==> config.mk <==
export PLATFORM = sky130hd
export DESIGN_NAME = axi_lite_arbiter
export DESIGN_NICKNAME = d
export VERILOG_FILES = /design/src/rtl/axi_arb_pkg.sv /design/src/rtl/rr_arb2.sv /design/src/rtl/axi_lite_arbiter.sv
export SDC_FILE = /design/constraint.sdc
export NUM_CORES = 1
export LEC_CHECK = 0
export ABC_AREA = 1
export CAP_MARGIN = 20
export CORE_AREA = 2 2 140 142
export DETAILED_ROUTE_END_ITERATION = 8
export DIE_AREA = 0 0 142 144
export PLACE_DENSITY_LB_ADDON = 0.3
export SLEW_MARGIN = 20
export SYNTH_ARGS = -nofsm -noshare
export SYNTH_HDL_FRONTEND = slang
export SYNTH_SLANG_ARGS = --single-unit
export TNS_END_PERCENT = 100
==> constraint.sdc <==
create_clock -name clk -period 1.3 [get_ports clk]
set_input_delay 0.325 -clock clk [delete_from_list [all_inputs] [get_ports clk]]
set_output_delay 0.325 -clock clk [all_outputs]
set_load 0.05 [all_outputs]
==> src/rtl/axi_arb_pkg.sv <==
// axi_arb_pkg: shared FSM states, master ids and response codes for the AXI-lite arbiter
package axi_arb_pkg;
   typedef enum logic [2:0] {IDLE, RD_ADDR, RD_DATA, WR_ADDR, WR_RESP} arb_state_e;
   localparam logic MST_IFU = 1'b0;
   localparam logic MST_LSU = 1'b1;
   localparam logic [1:0] AXI_RESP_OKAY = 2'b00;
endpackage

==> src/rtl/rr_arb2.sv <==
// rr_arb2: two-request round-robin picker with a priority register updated on a strobe
module rr_arb2 import axi_arb_pkg::*; #(
   parameter bit RESET_PRIO = 1'b1
) (
   input  logic clk,
   input  logic rst_n,
   input  logic req0,
   input  logic req1,
   input  logic upd,
   input  logic upd_prio,
   output logic grant
);
   logic prio;
   // favoured master; reloaded whenever a transaction retires
   always_ff @(posedge clk or negedge rst_n)
      if (!rst_n) prio <= RESET_PRIO;
      else if (upd) prio <= upd_prio;
   // a lone requester wins outright, contention goes to the favoured master
   always_comb grant = (req0 && req1) ? prio : (req1 ? MST_LSU : MST_IFU);
endmodule

==> src/rtl/axi_lite_arbiter.sv <==
// axi_lite_arbiter: shares one AXI-lite slave between the IFU (read-only) and the LSU, one transaction at a time
module axi_lite_arbiter import axi_arb_pkg::*; #(
   parameter int ADDR_W     = 32,
   parameter int DATA_W     = 32,
   parameter bit RESET_PRIO = 1'b1
) (
   input  logic                clk,
   input  logic                rst_n,
   input  logic [ADDR_W-1:0]   m0_araddr,
   input  logic                m0_arvalid,
   output logic                m0_arready,
   output logic [DATA_W-1:0]   m0_rdata,
   output logic [1:0]          m0_rresp,
   output logic                m0_rvalid,
   input  logic                m0_rready,
   input  logic [ADDR_W-1:0]   m1_araddr,
   input  logic                m1_arvalid,
   output logic                m1_arready,
   output logic [DATA_W-1:0]   m1_rdata,
   output logic [1:0]          m1_rresp,
   output logic                m1_rvalid,
   input  logic                m1_rready,
   input  logic [ADDR_W-1:0]   m1_awaddr,
   input  logic                m1_awvalid,
   output logic                m1_awready,
   input  logic [DATA_W-1:0]   m1_wdata,
   input  logic [DATA_W/8-1:0] m1_wstrb,
   input  logic                m1_wvalid,
   output logic                m1_wready,
   output logic [1:0]          m1_bresp,
   output logic                m1_bvalid,
   input  logic                m1_bready,
   output logic [ADDR_W-1:0]   s_araddr,
   output logic                s_arvalid,
   input  logic                s_arready,
   input  logic [DATA_W-1:0]   s_rdata,
   input  logic [1:0]          s_rresp,
   input  logic                s_rvalid,
   output logic                s_rready,
   output logic [ADDR_W-1:0]   s_awaddr,
   output logic                s_awvalid,
   input  logic                s_awready,
   output logic [DATA_W-1:0]   s_wdata,
   output logic [DATA_W/8-1:0] s_wstrb,
   output logic                s_wvalid,
   input  logic                s_wready,
   input  logic [1:0]          s_bresp,
   input  logic                s_bvalid,
   output logic                s_bready
);
   arb_state_e state, state_nxt;
   logic owner, owner_nxt, aw_done, aw_done_nxt, w_done, w_done_nxt;
   logic req0, req1, m1_rd, grant;
   logic rd_a, rd_d, wr_a, wr_r, own0, own1;
   logic ar_hs, r_hs, aw_hs, w_hs, b_hs, wr_both;

   assign req0  = m0_arvalid;
   assign m1_rd = m1_arvalid;
   assign req1  = m1_rd | m1_awvalid | m1_wvalid;

   assign rd_a = state == RD_ADDR;
   assign rd_d = state == RD_DATA;
   assign wr_a = state == WR_ADDR;
   assign wr_r = state == WR_RESP;
   assign own0 = owner == MST_IFU;
   assign own1 = owner == MST_LSU;

   assign s_araddr   = rd_a ? (own1 ? m1_araddr : m0_araddr) : '0;
   assign s_arvalid  = rd_a && (own1 ? m1_arvalid : m0_arvalid);
   assign m0_arready = rd_a && own0 && s_arready;
   assign m1_arready = rd_a && own1 && s_arready;

   assign s_rready   = rd_d && (own1 ? m1_rready : m0_rready);
   assign m0_rvalid  = rd_d && own0 && s_rvalid;
   assign m0_rdata   = (rd_d && own0) ? s_rdata : '0;
   assign m0_rresp   = (rd_d && own0) ? s_rresp : AXI_RESP_OKAY;
   assign m1_rvalid  = rd_d && own1 && s_rvalid;
   assign m1_rdata   = (rd_d && own1) ? s_rdata : '0;
   assign m1_rresp   = (rd_d && own1) ? s_rresp : AXI_RESP_OKAY;

   // AW and W progress independently; a finished channel has its valid masked
   assign s_awaddr   = wr_a ? m1_awaddr : '0;
   assign s_awvalid  = wr_a && !aw_done && m1_awvalid;
   assign m1_awready = wr_a && !aw_done && s_awready;
   assign s_wdata    = wr_a ? m1_wdata : '0;
   assign s_wstrb    = wr_a ? m1_wstrb : '0;
   assign s_wvalid   = wr_a && !w_done && m1_wvalid;
   assign m1_wready  = wr_a && !w_done && s_wready;

   assign s_bready   = wr_r && m1_bready;
   assign m1_bvalid  = wr_r && s_bvalid;
   assign m1_bresp   = wr_r ? s_bresp : AXI_RESP_OKAY;

   assign ar_hs   = s_arvalid && s_arready;
   assign r_hs    = s_rvalid && s_rready;
   assign aw_hs   = s_awvalid && s_awready;
   assign w_hs    = s_wvalid && s_wready;
   assign b_hs    = s_bvalid && s_bready;
   assign wr_both = (aw_done || aw_hs) && (w_done || w_hs);

   rr_arb2 #(.RESET_PRIO(RESET_PRIO)) u_rr (
      .clk      (clk),
      .rst_n    (rst_n),
      .req0     (req0),
      .req1     (req1),
      .upd      (r_hs || b_hs),
      .upd_prio (~owner),
      .grant    (grant)
   );

   // transaction sequencing: grant in IDLE, hold until the R or B handshake
   always_comb begin
      state_nxt   = state;
      owner_nxt   = owner;
      aw_done_nxt = aw_done;
      w_done_nxt  = w_done;
      case (state)
         IDLE:
            if (req0 || req1) begin
               owner_nxt = grant;
               state_nxt = (grant == MST_LSU && !m1_rd) ? WR_ADDR : RD_ADDR;
            end
         RD_ADDR: state_nxt = ar_hs ? RD_DATA : RD_ADDR;
         RD_DATA: state_nxt = r_hs ? IDLE : RD_DATA;
         WR_ADDR: begin
            aw_done_nxt = wr_both ? 1'b0 : (aw_done || aw_hs);
            w_done_nxt  = wr_both ? 1'b0 : (w_done || w_hs);
            state_nxt   = wr_both ? WR_RESP : WR_ADDR;
         end
         WR_RESP: state_nxt = b_hs ? IDLE : WR_RESP;
         default: state_nxt = IDLE;
      endcase
   end

   // state, owner and write-progress flags
   always_ff @(posedge clk or negedge rst_n)
      if (!rst_n) begin
         state   <= IDLE;
         owner   <= MST_IFU;
         aw_done <= 1'b0;
         w_done  <= 1'b0;
      end else begin
         state   <= state_nxt;
         owner   <= owner_nxt;
         aw_done <= aw_done_nxt;
         w_done  <= w_done_nxt;
      end

   // a granted master must hold each valid until the slave accepts it
   a_ar_hold: assert property (@(posedge clk) disable iff (!rst_n) s_arvalid && !s_arready |=> s_arvalid);
   a_aw_hold: assert property (@(posedge clk) disable iff (!rst_n) s_awvalid && !s_awready |=> s_awvalid);
   a_w_hold:  assert property (@(posedge clk) disable iff (!rst_n) s_wvalid && !s_wready |=> s_wvalid);
endmodule

After elaboration in Yosys (flattened, before gate mapping)
Index checks and enable logic that the tools add are counted.
Cells by class
  equal/unequal tests: 5
  mux-type cells: 23
  bitwise gates (word level): 3
  reductions and logical operators: 35
Operators with widths (number)
  32-bit 2-to-1 mux: 6
  1-bit logical AND: 26
  3-bit case mux with 5 select lines: 1
  2-bit 2-to-1 mux: 6
  3-bit 2-to-1 mux: 3
  3-bit by 2-bit equality test with 1-bit output (second input constant): 2
  1-bit 2-to-1 mux: 6
  1-bit logical OR: 4
  4-bit 2-to-1 mux: 1
  3-bit by 1-bit equality test with 1-bit output (second input constant): 1
  3-bit equality test (second input constant): 1
  1-bit logical NOT: 3
  3-bit logical NOT: 1
  2-bit != test (second input constant): 1
  1-bit bitwise OR: 2
  2-bit AND reduction: 1
  1-bit NOT: 1
Storage, ports and cells
  register bits: 7
  logic and storage cells: 71

Depth between registers and ports, before layout
Gate-level depths: netlist of the first run.
  depth after elaboration: 8
  depth in mapped cells: 9
  mapped depth without buffers: 9

Modules after synthesis
Synthesis of the first run repeated with hierarchy kept, for this count alone.
Second synthesis, totals
  cell total of the unflattened synthesis: 457
  area total of the unflattened synthesis: 1999.4 um^2
By module, submodules not included
  axi_lite_arbiter: times used 1, cells each 448, area an instance 1941.9 um^2, sequential area each 150.1 um^2
  rr_arb2: times used 1, cells each 9, area an instance 57.6 um^2, sequential area each 26.3 um^2

Worst setup path before layout of the first run
No wires, ideal clock.
  path kind: register to output
  from: register owner, in the netlist own1
  to: output s_rready
  arrival: 2.044 ns
  data required time: 0.975 ns
  slack: -1.069 ns
  stages on the path, launching flop included: 4
  path buffers: 0
  cell sequence: dfrtp_1 inv_2 o21ai_0 nor4_1
On the way
  word-level cells in the longest chain between the ends: 2
Ends and longest elaborated chain
  start: declaration: line axi_lite_arbiter.sv:52  | logic owner, owner_nxt, aw_done, aw_done_nxt, w_done, w_done_nxt;
  start signal: assignment: line axi_lite_arbiter.sv:144  | owner <= owner_nxt;
  1-bit 2-to-1 mux: line axi_lite_arbiter.sv:73  | assign s_rready = rd_d && (own1 ? m1_rready : m0_rready);
  1-bit logical AND: line axi_lite_arbiter.sv:73
  end: declaration: line axi_lite_arbiter.sv:39  | output logic s_rready,
Every way passes these cells.

Worst setup path in the final report of the first run
  from: register state[2]
  to: output s_wdata[14]
On the way
  word-level cells in the longest chain between the ends: 2
Ends and longest elaborated chain
  start: declaration: line axi_lite_arbiter.sv:51  | arb_state_e state, state_nxt;
  start signal: assignment: line axi_lite_arbiter.sv:143  | state <= state_nxt;
  3-bit by 2-bit equality test with 1-bit output: line axi_lite_arbiter.sv:63  | assign wr_a = state == WR_ADDR;
  32-bit 2-to-1 mux: line axi_lite_arbiter.sv:85  | assign s_wdata = wr_a ? m1_wdata : '0;
  end: declaration: line axi_lite_arbiter.sv:43  | output logic [DATA_W-1:0] s_wdata,
Every way passes these cells.

==> results.md, run 1 <==
- Met1 Track Usage GR: 15.4%
- Syn_area_per_cell: 4.37 um2
- Root Buffer: clkbuf_16
- H-Tree Depth: 1
- Register area share after synthesis: 9.00%
- Nets: 1,042
- Largest net degree at the start of global routing: 30
- Final setup margin: -0.651 ns
- Worst reg2reg path endpoint: state[1]
- Slew headroom: 75.1%
- First-pass GRT wire length: 22,500 um
- DRT Wirelength: 15,000 um
- Multi-input gate area: 2690 um2
- Arrival @ worst endpoint: 1.63 ns
- Cells after synthesis: 449
- DRT antenna net count: 0
- Post-DP HPWL: 12,700 um
- Slew Limit Fails: 0
- Setup slack, reg-to-reg: -0.56 ns
- CTS tree: done
- Starting Density: 10.3%
- Cell Pwr Density: 2070 nW/um2
- Comb power frac: 95.0%
- Worst-path maximum fanout: 12
- Hold_buf cts: 0
- Maxcap violations: 0
- DP Worst Slack: -0.693 ns
- CP delay by family, top: buffers and inverters
- Length in cells of the worst reg-to-reg path: 11
- CP startpoint kind: flip-flop
- DR vias/cell: 3.82
- Final setup vio count: 188
- Maximum root-to-sink buffer count: 2
- Yosys warnings: 0
- Setup CP Type: flip-flop to output port
- RD Place Congestion: 0.769
- # port buffers: 363
- Syn nets: 631
- Sw frac: 55.8%
- Crit-path slowest cell: dfrtp_2
- Width of the chip: 142 um
- Int Power: 0.00863 W
- Max rail drop VDD: 965 uV
- Failing checks: setup timing
- Routed wire per std cell: 13.7 um
- CTS sink count: 7
- CP Data Required Time: 0.98 ns
- Crit path capture type: output port
- Layout area overhead: 381%
- Drt initial violations: 70
- Cell chain of the critical path: buf_4 -> nor2_4 -> inv_8 -> buf_16 -> nor2_4 -> buf_12
- Die Y-Extent: 144 um
- GR met2 Demand/Resource: 26.2%
- Most common cell type on the critical path: nor2_4
- Leak: 3.98 nW
- CP Buf/Inv Count: 4
- # DRC: 0
- Layout fillers: 1,730
- Met3 Track Usage GR: 4.14%
- Seq cells post-synth: 7
- FF-to-FF Start: state[2]
- Drt pass-1 iters: 4
- Core area: 19,100 um2
- Num CTS Buffers: 3
- Worst Hold Class: primary input to async pin
- Register area: 181 um2
- # IOs: 364
- NetSw: 0.0109 W
- Worst Max-Slew Pin Slew: 0.372 ns
- Share of cells above drive strength 1: 53.8%
- Part of the power in registers: 2.3%
- Status: complete, but fails checks
- Yosys cell types: 20
- Std-Cell Rows: 51
- Fin crit period: 1.95 ns
- Worst skew pair latency: 0.23 ns
- Clock Skew: 0.000418 ns
- Clock slew at reported path FFs: 0.04 ns
- Vias in the first global route: 4,341
- DR vias: 4,195
- Die area: 20,400 um2
- Clock power frac: 2.6%
- Total Routing Usage GR: 13.8%
- Final period util: 150%
- Initial antenna violation count: 2
- Top Usage Layer GRT: met2
- Highest Clock Rate: 513 MHz
- Overflow after GRT: 0
- CP peak stage delay: 0.44 ns
- Final hold vios: 0
- Synthesized cell area: 1960 um2
- Total power draw: 0.0195 W
- RSZ-0062 raised after global routing: yes
## worst reg2reg max path, cell delays in order, from the launching register on
cell and delay [ns]:
dfrtp_2 0.44, buf_4 0.17, nor2_4 0.19, buf_6 0.12, buf_6 0.12, buf_4 0.12
buf_4 0.11, nand4_1 0.10, nand2_1 0.13, nand2_2 0.09, nand2_2 0.08, nand3b_1 0.07
## worst max-delay path by stage
| stage | start | end | slack [ns] | cells after the start |
|---|---|---|---|---|
| finish | state[2] | s_wdata[14] | -0.65 | 6 |
| global route | state[1] | m1_rdata[10] | -0.72 | 7 |
| CTS | state[2] | s_wdata[14] | -0.66 | 6 |
| detailed placement | m0_rready | s_rready | -0.69 | 7 |
| global placement | m0_rready | s_rready | -0.65 | 7 |
| floorplan | state[2] | m1_rdata[20] | -0.57 | 4 |
## state kept, by name, indices dropped and copies added, names as in the netlist
| signal | cells |
|---|---|
| u_rr.prio | 1 |
| w_done | 1 |
| state | 3 |
| own1 | 1 |
| aw_done | 1 |
## cell type report
| class | instances | area share (%) |
|---|---|---|
| diodes | 1 | 0.0266 |
| clock buffers | 4 | 0.837 |
| inverters | 125 | 5.22 |
| multi-input cells | 294 | 28.5 |
| flip-flops and latches | 7 | 1.93 |
| well taps | 238 | 3.16 |
| repair buffers | 429 | 60.3 |
## power by group through the flow
| stage | Sequential [W] | Clock (W) | Combinational (W) |
|---|---|---|---|
| after detailed placement | 0.000415 | 0 | 0.0167 |
| after CTS | 0.000439 | 0.000536 | 0.0182 |
| final | 0.000453 | 0.000517 | 0.0186 |
| after global placement | 0.000413 | 0 | 0.0166 |
| after global routing | 0.000468 | 0.000550 | 0.0194 |
| after floorplan | 0.000396 | 0 | 0.00968 |
## kinds of logic (layout without fill, tap and decap cells)
family / count (synthesis) / in the layout / synth area share (%)
flip-flops: 7 / 7 / 9.00
AND/OR/NAND/NOR: 251 / 251 / 51.1
buffers and inverters: 148 / 558 / 28.9
AO/OA/AOI/OAI: 43 / 43 / 11.0
other: 0 / 1 / 0
## what timing repair did
action | CTS | global route
cloned | 1 | 3
endpoints found under the setup margin | 188 | 189
buffers inserted | 13 | 5
pin swaps | 5 | 15
resized for setup | 144 | 35
## synthesized netlist by cell type
cell	instances	area, um2
nor2_1	149	559
inv_1	120	450
nand2_1	84	315
a21oi_1	34	170
clkbuf_1	12	45.0
buf_2	9	45.0
o21ai_0	8	40.0
dfrtp_1	6	150
nand4_1	6	37.5
inv_2	5	18.8
buf_1	2	7.51
nand3_1	2	10.0
nand3b_1	2	15.0
nor2_4	2	22.5
nor3_1	2	10.0
nor3_2	2	20.0
dfstp_2	1	26.3
nor2_2	1	6.26
nor4_1	1	6.26
o21ai_1	1	5.00
## routing by layer
metal | up-vias | part of all wire (%)
met3 | 18 | 8.6
met1 | 1875 | 35
met5 | - | 0.11
met2 | 200 | 55
met4 | 2 | 1.6
li1 | 2100 | -
## stage by stage
step                setup TNS (ns)  cells  hold WS (ns)  area (um2)  utilization (%)
finish                     -110.93   1098         0.383        9420             49.4
CTS                        -111.29   1090         0.389        9220             48.3
global route               -125.02   1097         0.409        9420             49.4
floorplan                   -73.22    449        0.0294        3230                -
detailed placement          -70.43   1072         0.495        8470             44.4
global placement            -70.53   1072         0.494        8470             44.4
## placed cells by master (no fill, tap or decap)
master / count
clkdlybuf4s50_1: 178
nor2_4: 131
buf_12: 127
inv_1: 116
nand2_1: 73
buf_6: 66
buf_4: 39
a21oi_4: 30
nor2_2: 16
buf_8: 12
nand2_2: 6
nand4_1: 6
inv_2: 5
nand2_4: 5
nor2_1: 5
o21ai_0: 5
clkbuf_16: 5
nor3_4: 4
dfrtp_2: 4
a21oi_2: 3
o21ai_1: 3
dlymetal6s2s_1: 3
clkinv_4: 2
nand3_1: 2
nand3b_1: 2
dfrtp_1: 2
buf_16: 2
diode_2: 1
inv_8: 1
inv_6: 1
o21ai_4: 1
nor4_4: 1
a21oi_1: 1
clkbuf_1: 1
dfstp_2: 1
(Power assumes the default switching activity.)
==> run 2: changes to the inputs <==
==> constraint.sdc (replaced) <==
create_clock -name clk -period 1.3 [get_ports clk]
set_input_delay 0.325 -clock clk [delete_from_list [all_inputs] [get_ports clk]]
set_output_delay 0.325 -clock clk [all_outputs]
set_load 0.02 [all_outputs]
==> run 2 against run 1 <==
  * The run still ends with setup timing left
  * Routed wire length increased by 3.4%
  * Final cell count increased by 2.0%
  * Critical path depth increased by 2
  * Clock-buffer cell count unchanged
  * Sequential share of layout area increased by 0.062 points
  * First-iteration DRC count decreased by 20%
  * Total power decreased by 18%
  * Final area decreased by 4.4%
  * Largest cell class unchanged
  * Highest routed layer is now met4
==> results.md, run 2 (synthesis gave the netlist of run 1 again) <==
- Drt pass-1 iters: 4
- Largest net degree at the start of global routing: 18
- Fin crit period: 1.95 ns
- Post-Layout Inst Area: 9000 um2
- Max reg flops: 3
- Setup TNS: -105.80 ns
- Crit path capture type: output port
- DP Worst Slack: -0.872 ns
- DR vias/cell: 3.84
- Diodes inserted: 0
- Die area: 20,400 um2
- Most frequent cells in the layout: buf_6 (202), clkdlybuf4s50_1 (179), nor2_4 (148)
- DP Area: 7660 um2
- Largest Register: state
- FF-to-FF Start: state[2]
- Highest Clock Rate: 514 MHz
- DRT antenna net count: 0
- Worst Max-Slew Pin Slew: 0.402 ns
- Status: complete, but fails checks
- Share of cells above drive strength 1: 55.0%
- # port buffers: 363
- Layout area overhead: 359%
- CP startpoint: state[2]
- Initial antenna violation count: 0
- Maxcap violations: 0
- Root Buffer: clkbuf_16
- DR vias: 4,300
- Setup CP Type: flip-flop to output port
- Cell Pwr Density: 1780 nW/um2
- Final setup margin: -0.646 ns
- Commonest non-fill, non-tap cell in the layout: buf_6
- Leak: 3.98 nW
- Setup crit end: s_awaddr[24]
- Num CTS Buffers: 3
- # DRC: 0
- Final period util: 150%
- Clock Skew: 0.000983 ns
- Vias in the first global route: 4,259
- Worst Hold Class: primary input to async pin
- Length in cells of the worst reg-to-reg path: 11
- Final setup vio count: 189
- Core area: 19,100 um2
- Slew Limit Fails: 0
- Worst-path maximum fanout: 6
- Routed wire per std cell: 13.9 um
- Worst reg2reg path endpoint: state[1]
- Starting Density: 10.3%
- DRT Wirelength: 15,600 um
- Std-Cell Rows: 51
- H-Tree Depth: 1
- Failing checks: setup timing
- CP startpoint kind: flip-flop
- Final hold vios: 0
- CP Data Required Time: 0.98 ns
- Max rail drop VDD: 901 uV
- Maximum root-to-sink buffer count: 2
- Arrival @ worst endpoint: 1.62 ns
- Slew headroom: 72.9%
- Die Y-Extent: 144 um
- Post-DP HPWL: 11,900 um
- Total Routing Usage GR: 13.5%
- First-pass GRT wire length: 21,900 um
- RSZ-0062 raised after global routing: yes
- Layout fillers: 1,780
- RD Place Congestion: 0.784
- Clock slew at reported path FFs: 0.04 ns
- Nets: 1,065
- Drt initial violations: 56
- Worst skew pair latency: 0.23 ns
- # IOs: 364
- Overflow after GRT: 0
- CTS tree: done
- Setup slack, reg-to-reg: -0.47 ns
- Width of the chip: 142 um
- CTS sink count: 7
-- run 2: cell count changes in the layout (fill, tap and decap cells not counted), sizes merged --
cell / change
inv: +3
clkinv: -2
dlymetal6s2s: -2
diode: -1
buf: +19
dlygate4sd2: +1
clkbuf: +3
clkdlybuf4s50: +1
-- run 2: where the power goes --
group	switching [W]	internal, W	total [W]
clock network	0.000113	0.000408	0.000521
registers	0.000103	0.000334	0.000438
logic	0.00764	0.00739	0.0150
total	0.00786	0.00814	0.0160
-- run 2: worst min-delay path by stage --
stage | start | end | slack (ns) | cells past startpoint
4_1_cts | rst_n | aw_done | 0.39 | 1
3_3_place_gp | u_rr.prio | u_rr.prio | 0.49 | 2
5_1_grt | rst_n | aw_done | 0.41 | 1
2_1_floorplan | rst_n | aw_done | 0.03 | 0
3_5_place_dp | u_rr.prio | u_rr.prio | 0.49 | 2
6_report | rst_n | aw_done | 0.38 | 1
-- run 2: metrics by stage --
step                      power [W]  hold WS [ns]  std cells  utilization, %
after floorplan             0.00734        0.0294        449               -
after global placement       0.0120         0.491       1075            40.1
after detailed placement     0.0120         0.494       1075            40.1
after CTS                    0.0145         0.394       1112            43.0
after global routing         0.0169         0.410       1120            47.2
final                        0.0160         0.380       1120            47.2
-- run 2: worst max-delay path, cell delays in order, from the launching register on --
cell	delay, ns
dfrtp_2	0.45
buf_6	0.14
nor2_4	0.12
buf_12	0.15
inv_16	0.05
buf_8	0.13
buf_16	0.14
nor2_4	0.08
buf_6	0.12
-- run 2: area by class of cell --
class	count	area, um2	share of cell area, %
Timing Repair inverter	1	11.3	0.125
Timing Repair Buffer	451	5120	56.9
Clock buffer	4	78.8	0.875
Tap cell	238	298	3.31
Multi-Input combinational cell	294	2820	31.3
Sequential cell	7	179	1.99
Inverter	125	498	5.53
-- run 2: repair_timing --
action                     in CTS  in global routing
setup endpoints to repair     189                189
resized for setup            1037                200
buffers inserted               23                 14
pin swaps                       9                 18
cloned                         10                  5
hold buffers                    0                  0
-- run 2: metal layers --
metal	track usage (%)	vias to the layer above	routed length (um)
met1	13.6	1921	5140
li1	-	2155	-
met3	4.34	6	1520
met5	0	-	0
met2	27.7	218	8810
met4	1.21	0	80
==> run 3: changes to the inputs <==
--- a/config.mk
+++ b/config.mk
@@ -10,6 +10,7 @@
 export CORE_AREA = 2 2 140 142
 export DETAILED_ROUTE_END_ITERATION = 8
 export DIE_AREA = 0 0 142 144
+export MAX_ROUTING_LAYER = met4
 export PLACE_DENSITY_LB_ADDON = 0.3
 export SLEW_MARGIN = 20
 export SYNTH_ARGS = -nofsm -noshare
==> constraint.sdc (replaced) <==
create_clock -name clk -period 1.3 [get_ports clk]
set_input_delay 0.13 -clock clk [delete_from_list [all_inputs] [get_ports clk]]
set_output_delay 0.13 -clock clk [all_outputs]
set_load 0.02 [all_outputs]
==> run 3 against run 2 <==
  * The flow still finishes with violations (setup timing)
  * Worst setup slack better by 0.26 ns
  * Sequential cell count unchanged
  * Combinational power down 20%
  * Clock power about the same
  * Total power down 19%
  * Final cell count down 2.9%
  * Sequential power up 1%
  * Clock skew up 0.0016 ns
==> results.md, run 3 (synthesis gave the netlist of run 1 again) <==
- Final setup margin: -0.384 ns
- Status: complete, but fails checks
- # DRC: 0
- Slew headroom: 77.9%
- Layout fillers: 1,967
- Final hold vios: 0
- Num CTS Buffers: 3
- Slew Limit Fails: 0
- Cell count along the critical path: 6
- Largest Register: state
- Width of the chip: 142 um
- Part of the power in registers: 3.4%
- Drt initial violations: 30
- NetSw: 0.00671 W
- Worst reg2reg path endpoint: state[1]
- Total power draw: 0.0129 W
- Length in cells of the worst reg-to-reg path: 9
- Crit-path slowest cell: dfrtp_2
- Utilization after layout: 40.4%
- Most frequent cells in the layout: clkdlybuf4s50_1 (181), inv_1 (118), buf_6 (113)
- CP Buf/Inv Count: 3
- Most common cell type on the critical path: buf_6
- Post-Layout Inst Area: 7720 um2
- Sw frac: 51.9%
- Commonest non-fill, non-tap cell in the layout: clkdlybuf4s50_1
- Routed wire per std cell: 13.5 um
- CP delay by family, top: buffers and inverters
- Total Routing Usage GR: 12.7%
- Worst Max-Slew Pin Slew: 0.330 ns
- CP Data Required Time: 1.17 ns
- Final setup vio count: 188
- Maximum root-to-sink buffer count: 2
- Initial antenna violation count: 0
- Worst skew pair latency: 0.23 ns
- Layout area overhead: 294%
- Cell Pwr Density: 1680 nW/um2
- Root Buffer: clkbuf_16
- Largest net degree at the start of global routing: 33
- # IOs: 364
- Leak: 3.62 nW
- H-Tree Depth: 1
- CTS sink count: 7
- DR vias: 4,115
- First-pass GRT wire length: 20,100 um
- Failing checks: setup timing
- Maxcap violations: 0
- FF-to-FF Start: state[1]
- Post-DP HPWL: 11,900 um
- DP Worst Slack: -0.659 ns
- CP startpoint kind: flip-flop
- RSZ-0062 raised after global routing: yes
- Overflow after GRT: 0
- Std-Cell Rows: 51
- Die area: 20,400 um2
- Starting Density: 10.3%
- Int Power: 0.00622 W
- CTS tree: done
- # port buffers: 363
- Clock slew at reported path FFs: 0.04 ns
- Highest Clock Rate: 594 MHz
- Max rail drop VDD: 773 uV
- Comb power frac: 92.5%
- CP peak stage delay: 0.45 ns
- DRT Wirelength: 14,700 um
- Max reg flops: 3
- Diodes inserted: 0
- Setup crit end: m0_rdata[5]
- Arrival @ worst endpoint: 1.55 ns
- DRT antenna net count: 0
- CP startpoint: state[0]
- Cell chain of the critical path: nor3_4 -> buf_6 -> nand2_8 -> clkbuf_16 -> nor2_4 -> buf_6
- Setup slack, reg-to-reg: -0.12 ns
- Clock Skew: 0.00262 ns
- DR vias/cell: 3.78
- Die Y-Extent: 144 um
- Core area: 19,100 um2
- RD Place Congestion: 0.770
- Nets: 1,033
- DP Area: 7110 um2
- Crit path capture type: output port
- Hold slack: 0.168 ns
- Drt pass-1 iters: 6
- Setup CP Type: flip-flop to output port
- Final period util: 130%
- Worst Hold Class: primary input to async pin
- Share of cells above drive strength 1: 47.4%
- Fin crit period: 1.68 ns
- Vias in the first global route: 3,881
- Clock power frac: 4.0%
- Worst-path maximum fanout: 8
==> run 3: layer usage <==
metal	track usage [%]	vias to the layer above	wire length, um
li1	-	2076	-
met1	13.2	1817	5080
met2	24.8	214	8380
met3	3.18	8	1150
met4	1.37	0	122
met5	-	-	0
==> run 3: through the flow <==
stage	setup TNS [ns]	instances
floorplan	-8.31	449
global placement	-99.22	1065
detailed placement	-100.93	1065
CTS	-55.94	1072
global route	-70.64	1088
finish	-55.19	1088
==> run 3: worst min path at each step <==
stage | start | end | slack [ns]
floorplan | rst_n | aw_done | -0.17
global placement | rst_n | w_done | 0.42
detailed placement | rst_n | w_done | 0.42
CTS | rst_n | state[1] | 0.18
global route | rst_n | state[1] | 0.22
finish | rst_n | state[1] | 0.17
==> run 3: power groups by stage <==
stage	Combinational, W	Clock, W	Sequential [W]
finish	0.0120	0.000523	0.000443
global route	0.0128	0.000550	0.000459
CTS	0.0104	0.000531	0.000439
detailed placement	0.0106	0	0.000426
global placement	0.0106	0	0.000423
floorplan	0.00594	0	0.000400
==> run 3: final cells by class <==
type | instances | area, um2 | share of cell area, %
timing repair buffer | 420 | 4330 | 56.1
inverter | 125 | 482 | 6.24
tap | 238 | 298 | 3.86
sequential | 7 | 180 | 2.34
clock buffer | 4 | 78.8 | 1.02
multi-input combinational | 294 | 2350 | 30.5
==> run 3: repair_timing <==
action | in CTS | in global routing
gates cloned | 0 | 10
hold endpoints to repair | 0 | 0
resized for setup | 874 | 187
pin swaps | 4 | 11
hold buffers | 0 | 0
endpoints found under the setup margin | 187 | 188
buffers inserted | 3 | 6
